$ cat src/rtl/interrupt_request_register_n.sv
// Parametrised interrupt request register: samples IR pins, applies
// per-channel level/edge triggering, holds pending requests until cleared,
// and retains edges seen while frozen so they post on release.
//
// Optional feature macro: IRR_INPUT_SYNC_EN
//   defined   -> pins pass through a SYNC_STAGES-deep synchroniser
//   undefined -> pins are used directly and must be synchronous to clock
//
// Ports:
//   clock, reset                   : rising-edge clock, async active-high reset
//   level_or_edge_triggered_config : per channel, 1 = level, 0 = edge
//   freeze                         : blocks all sets; clears still apply
//   clear_interrupt_request        : per-channel one-cycle clear pulse
//   interrupt_request_pin          : raw request pins
//   interrupt_request_register     : pending request vector
//   request_valid                  : any request pending
//   highest_request_index          : lowest-numbered pending bit, 0 if none

module interrupt_request_register_n #(
    parameter int CHANNELS    = 8,
    parameter int SYNC_STAGES = 2,
    parameter int IDX_W       = $clog2(CHANNELS)
) (
    input  logic                clock,
    input  logic                reset,
    input  logic [CHANNELS-1:0] level_or_edge_triggered_config,
    input  logic                freeze,
    input  logic [CHANNELS-1:0] clear_interrupt_request,
    input  logic [CHANNELS-1:0] interrupt_request_pin,
    output logic [CHANNELS-1:0] interrupt_request_register,
    output logic                request_valid,
    output logic [IDX_W-1:0]    highest_request_index
);

    if (CHANNELS < 2 || CHANNELS > 32) begin : g_chk_channels
        $error("CHANNELS must be in 2..32");
    end
    if (SYNC_STAGES < 2 || SYNC_STAGES > 4) begin : g_chk_sync
        $error("SYNC_STAGES must be in 2..4");
    end

    logic [CHANNELS-1:0] s;

`ifdef IRR_INPUT_SYNC_EN
    logic [CHANNELS-1:0] sync_q [SYNC_STAGES];
    logic [CHANNELS-1:0] sync_d [SYNC_STAGES];

    always_comb begin
        sync_d[0] = interrupt_request_pin;
        for (int i = 1; i < SYNC_STAGES; i++) begin
            sync_d[i] = sync_q[i-1];
        end
    end

    always_ff @(posedge clock or posedge reset) begin
        if (reset) begin
            for (int i = 0; i < SYNC_STAGES; i++) begin
                sync_q[i] <= '0;
            end
        end else begin
            for (int i = 0; i < SYNC_STAGES; i++) begin
                sync_q[i] <= sync_d[i];
            end
        end
    end

    assign s = sync_q[SYNC_STAGES-1];
`else
    assign s = interrupt_request_pin;
`endif

    logic [CHANNELS-1:0] prev_q, prev_d;
    logic [CHANNELS-1:0] held_q, held_d;
    logic [CHANNELS-1:0] irr_q, irr_d;
    logic [CHANNELS-1:0] edge_ev;

    // prev follows the sampled pin unconditionally, so mode switches
    // never manufacture an edge from a pin that is already high.
    assign prev_d  = s;
    assign edge_ev = s & ~prev_q;

    always_comb begin
        held_d = '0;
        irr_d  = irr_q;
        for (int i = 0; i < CHANNELS; i++) begin
            if (level_or_edge_triggered_config[i]) begin
                // Level mode drops any retained edge.
                held_d[i] = 1'b0;
                if (clear_interrupt_request[i]) begin
                    irr_d[i] = 1'b0;
                end else if (!freeze) begin
                    irr_d[i] = s[i];
                end
            end else if (freeze) begin
                held_d[i] = (held_q[i] & ~clear_interrupt_request[i])
                          | edge_ev[i];
                if (clear_interrupt_request[i]) begin
                    irr_d[i] = 1'b0;
                end
            end else begin
                // Released: retained and fresh edges merge into one set,
                // and a set beats a same-cycle clear.
                held_d[i] = 1'b0;
                if (edge_ev[i] | held_q[i]) begin
                    irr_d[i] = 1'b1;
                end else if (clear_interrupt_request[i]) begin
                    irr_d[i] = 1'b0;
                end
            end
        end
    end

    always_ff @(posedge clock or posedge reset) begin
        if (reset) begin
            prev_q <= '0;
            held_q <= '0;
            irr_q  <= '0;
        end else begin
            prev_q <= prev_d;
            held_q <= held_d;
            irr_q  <= irr_d;
        end
    end

    logic [IDX_W-1:0] idx;

    // Scan downward so the lowest set bit is the last one written.
    always_comb begin
        idx = '0;
        for (int i = CHANNELS - 1; i >= 0; i--) begin
            if (irr_q[i]) begin
                idx = IDX_W'(i);
            end
        end
    end

    assign interrupt_request_register = irr_q;
    assign request_valid              = |irr_q;
    assign highest_request_index      = idx;

endmodule

$ cat config.mk
export PLATFORM = sky130hd
export DESIGN_NAME = interrupt_request_register_n
export DESIGN_NICKNAME = d
export VERILOG_FILES = /design/src/rtl/interrupt_request_register_n.sv
export SDC_FILE = /design/constraint.sdc
export NUM_CORES = 1
export LEC_CHECK = 0
export CAP_MARGIN = 20
export CORE_ASPECT_RATIO = 0.6
export CORE_MARGIN = 2
export CORE_UTILIZATION = 40
export DETAILED_ROUTE_END_ITERATION = 8
export PLACE_DENSITY_LB_ADDON = 0.25
export SETUP_SLACK_MARGIN = 0.2
export SYNTH_ARGS = -nofsm -noshare
export SYNTH_HDL_FRONTEND = slang
export SYNTH_SLANG_ARGS = --single-unit
$ cat constraint.sdc
create_clock -name clock -period 2.2 [get_ports clock]
set_input_delay 0.22 -clock clock [delete_from_list [all_inputs] [get_ports clock]]
set_output_delay 0.22 -clock clock [all_outputs]
set_load 0.005 [all_outputs]
==> reports/results.txt <==
For the post-cts sizing count, the log shows 0. The count of placed standard cells including taps is 182, and the final cell count without fillers is 186. For this run, the slowest stage of the critical path takes 440 ps. The die is 72.3 um wide. The run gives 0.435 as the initial core utilization. IR analysis of the VDD net gives a maximum drop of 377 uV. The headroom to the max-slew limit was 0.799.

The overall global routing resource usage was 0.164; the critical path buffer and inverter count was 1. The tools report the via count of the first global-routing pass as 901. The height of the die works out to 45.0 um. The transition time of the tightest slew-check pin came out at 302 ps. The half-perimeter wire length after placement came out at 1.99 mm. Summing all flip-flop and latch instances after layout gives 601 um^2. The number of H-tree levels came out at 1. A synthesized cell averages 10.0 um^2.

STA classifies the critical path endpoint as an output port. In this design, the largest share of critical-path delay is due to simple AND/OR/NAND/NOR gates. STA puts the critical path data required time at 1980 ps.

The path class of the tightest hold or removal check is input port to async pin. The synthesized flop and latch total came out at 24. Max-cap violations in this run came to 0.

The run gives 3.20 ps as the setup clock skew after layout. The clock tree buffer depth was 2. The core region is 0.00257 mm^2. The logs give 0 for the hold violation count in the final report and 182 for the net count reported at finish. The global routing stage identified its most utilized layer as met2. Before antenna repair, the detailed router went through 4 iterations. The tools report the fraction of met1 tracks used by global routing as 0.206.

The critical path goes through nor4_2, and3b_1, clkdlybuf4s50_1. The logs give 0.0513 for the met3 capacity usage during global routing and 27 for the DRC violation total after the first TritonRoute iteration. The initial antenna violation count was 0; the remaining global-route overflow was 0. The setup path with the least slack is of type register to output port. The floorplan has 14 rows.

In this run the number of cells on the critical path is 3. After detailed routing, the number of remaining DRC violations is 0. The tools report the final estimated routing congestion in global placement as 0.697. The routed design has 2.52 mm of wire.

Setup violations remaining at the end of the flow were counted as 0. The tree is rooted in a sky130_fd_sc_hd__clkbuf_8. Among all stages on the critical path, the largest delay is contributed by sky130_fd_sc_hd__dfrtp_1. Max-slew violation count: 0. Setup repair after global routing left no endpoint under its margin. Timing analysis after detailed placement gives a worst setup slack of 560 ps.

The final core utilization was 0.622; the clock net sink count was 24. The number of clock buffers added by TritonCTS is 3. The layout overhead on the synthesized area was 43.1%; the maximum fanout encountered on the critical timing path was 5. The count of antenna diodes in the layout is 0.

During placement, the flow inserted port buffers numbering 38. For this run, the top clock speed supported by timing is 522 MHz. For this block, the via count after detailed routing is 967.

The remaining antenna violation count is 0. The wire length of the first global-routing pass is 4.01 mm. The logs give 283 ps for the final worst-path setup slack and 23 for the number of library cell types mapped by synthesis. The multi-input combinational cell area was 453 um^2.

The wire length per cell after detailed routing is 13.6 um. Summed over all cells, the static leakage comes to 0.700 nW. The met2 usage in global routing is 0.275. The portion of the clock cycle consumed by the worst path in the final layout was 0.871; the number of fillers in the final layout was 210.

The post-synthesis cell count was 112. The run gives 0.536 as the portion of the post-synthesis area used by sequential elements. The run gives 0 ps as the final total negative setup slack.

The power per cell area works out to 623 mW/mm^2. Entering global routing, the biggest net connects 25 pins. Die footprint: 0.00325 mm^2. 39 I/O pins were placed. The flow ran to the end, and the final reports show no timing, DRC or antenna violations. STA classifies the critical path startpoint as a register.

The synthesized netlist occupies a cell area of 0.00112 mm^2. The worst path needs 1920 ps of the cycle, external delays included. The clock reaches the later pin of the worst-skew pair after 260 ps. For the number of hold-repair buffers added at the cts stage, the log shows 0. The proportion of layout cells with a drive suffix above 1 was 0.0455. The number of vias per cell works out to 5.20.

Data arrival time of the critical path: 1700 ps. The count of buffers added by post-CTS timing repair for setup was 0. The Yosys step of the flow raised 0 warnings. The path depth of the worst reg2reg path came out at 3. Counting every net in the synthesized netlist gives 139. After clock tree synthesis, the clock-pin slew on the worst setup and hold paths is 80 ps. TritonCTS built the clock tree.
-- metal layers --
metal	part of all wire	vias to the layer above	wire length, um
li1	-	481	-
met1	0.47	467	1180
met2	0.48	17	1210
met3	0.044	2	110
met4	0.0075	0	19
met5	0	-	0
-- area by class of cell --
type	count	area share
clock buffer	4	0.0343
multi-input combinational	71	0.283
tap	32	0.0250
inverter	15	0.0351
timing repair buffer	40	0.248
sequential	24	0.375
-- worst paths after layout --
check / end / slack [ps] / startpoint
setup / recovery: highest_request_index[2] / 280 / interrupt_request_register[4]
hold / removal: prev_q[5] / 290 / reset
setup reg to reg: interrupt_request_register[2] / 1220 / interrupt_request_register[2]
hold reg to reg: interrupt_request_register[0] / 570 / prev_q[0]
max in group asynchronous: interrupt_request_register[2] / 1670 / reset
min in group clock: prev_q[0] / 450 / interrupt_request_pin[0]
-- power by group --
part | switching [mW] | internal [mW]
combinational | 0.0860 | 0.131
clock | 0.129 | 0.159
sequential | 0.0248 | 0.468
-- flip-flops by register name (all words and copies together) (netlist names) --
signal and cells:
held_q 8, prev_q 8, interrupt_request_register 8
-- stage by stage --
step                instance area [um^2]  total power, mW  hold WS [ps]
finish                              1600            0.998           292
global route                        1600             1.05           326
CTS                                 1590             1.01           295
detailed placement                  1540            0.718           559
global placement                    1540            0.710           548
floorplan                           1120            0.583           235
-- logic make-up (layout without fill, tap and decap cells) --
logic type | after synthesis | after routing | synth area share
compound gates | 32 | 32 | 0.192
buf+inv | 17 | 59 | 0.0648
flops | 24 | 24 | 0.536
mux | 2 | 2 | 0.0179
simple gates | 37 | 37 | 0.189
-- layout by cell type (no fill, tap or decap) --
cell type                         count
sky130_fd_sc_hd__a21oi_1             13
sky130_fd_sc_hd__a221oi_1             1
sky130_fd_sc_hd__and3b_1              1
sky130_fd_sc_hd__dlymetal6s2s_1       1
sky130_fd_sc_hd__o21ai_0              2
sky130_fd_sc_hd__dfrtp_1             24
sky130_fd_sc_hd__o21a_1               1
sky130_fd_sc_hd__nor2_1               8
sky130_fd_sc_hd__o32ai_1              2
sky130_fd_sc_hd__a21boi_0             1
sky130_fd_sc_hd__nor3b_1              8
sky130_fd_sc_hd__clkdlybuf4s50_1     37
sky130_fd_sc_hd__nand2_1              2
sky130_fd_sc_hd__nor2b_1             11
sky130_fd_sc_hd__mux2i_1              2
sky130_fd_sc_hd__a221o_1              1
sky130_fd_sc_hd__nand3_1              1
sky130_fd_sc_hd__clkbuf_8             4
sky130_fd_sc_hd__nor4_2               1
sky130_fd_sc_hd__inv_1               15
sky130_fd_sc_hd__nor3_1               5
sky130_fd_sc_hd__buf_4                2
sky130_fd_sc_hd__o311ai_1             5
sky130_fd_sc_hd__o21bai_1             1
sky130_fd_sc_hd__o31ai_1              5
-- worst register-to-register path, delay by kind of cell, from the launching register on --
family / cells / cell delay [ps]
DFF: 1 / 420
AOI/OAI and AO/OA: 2 / 370
and+or+nand+nor: 1 / 80
-- Yosys cell counts (all sizes together) --
cell type   n  area [um^2]
nor3b       8         60.1
a221o       1         10.0
o21ai       2         10.0
a21oi      13         65.1
o311ai      5         43.8
mux2i       2         20.0
nand2       2         7.51
o32ai       2         17.5
buf         2         16.3
o21bai      1         7.51
inv        15         56.3
o21a        1         7.51
a221oi      1         8.76
nand3       1         5.00
a21boi      1         7.51
nor2b      11         68.8
nor4        1         6.26
and3b       1         8.76
nor2        8         30.0
dfrtp      24          601
o31ai       5         37.5
nor3        5         25.0
(Power assumes the default switching activity.)
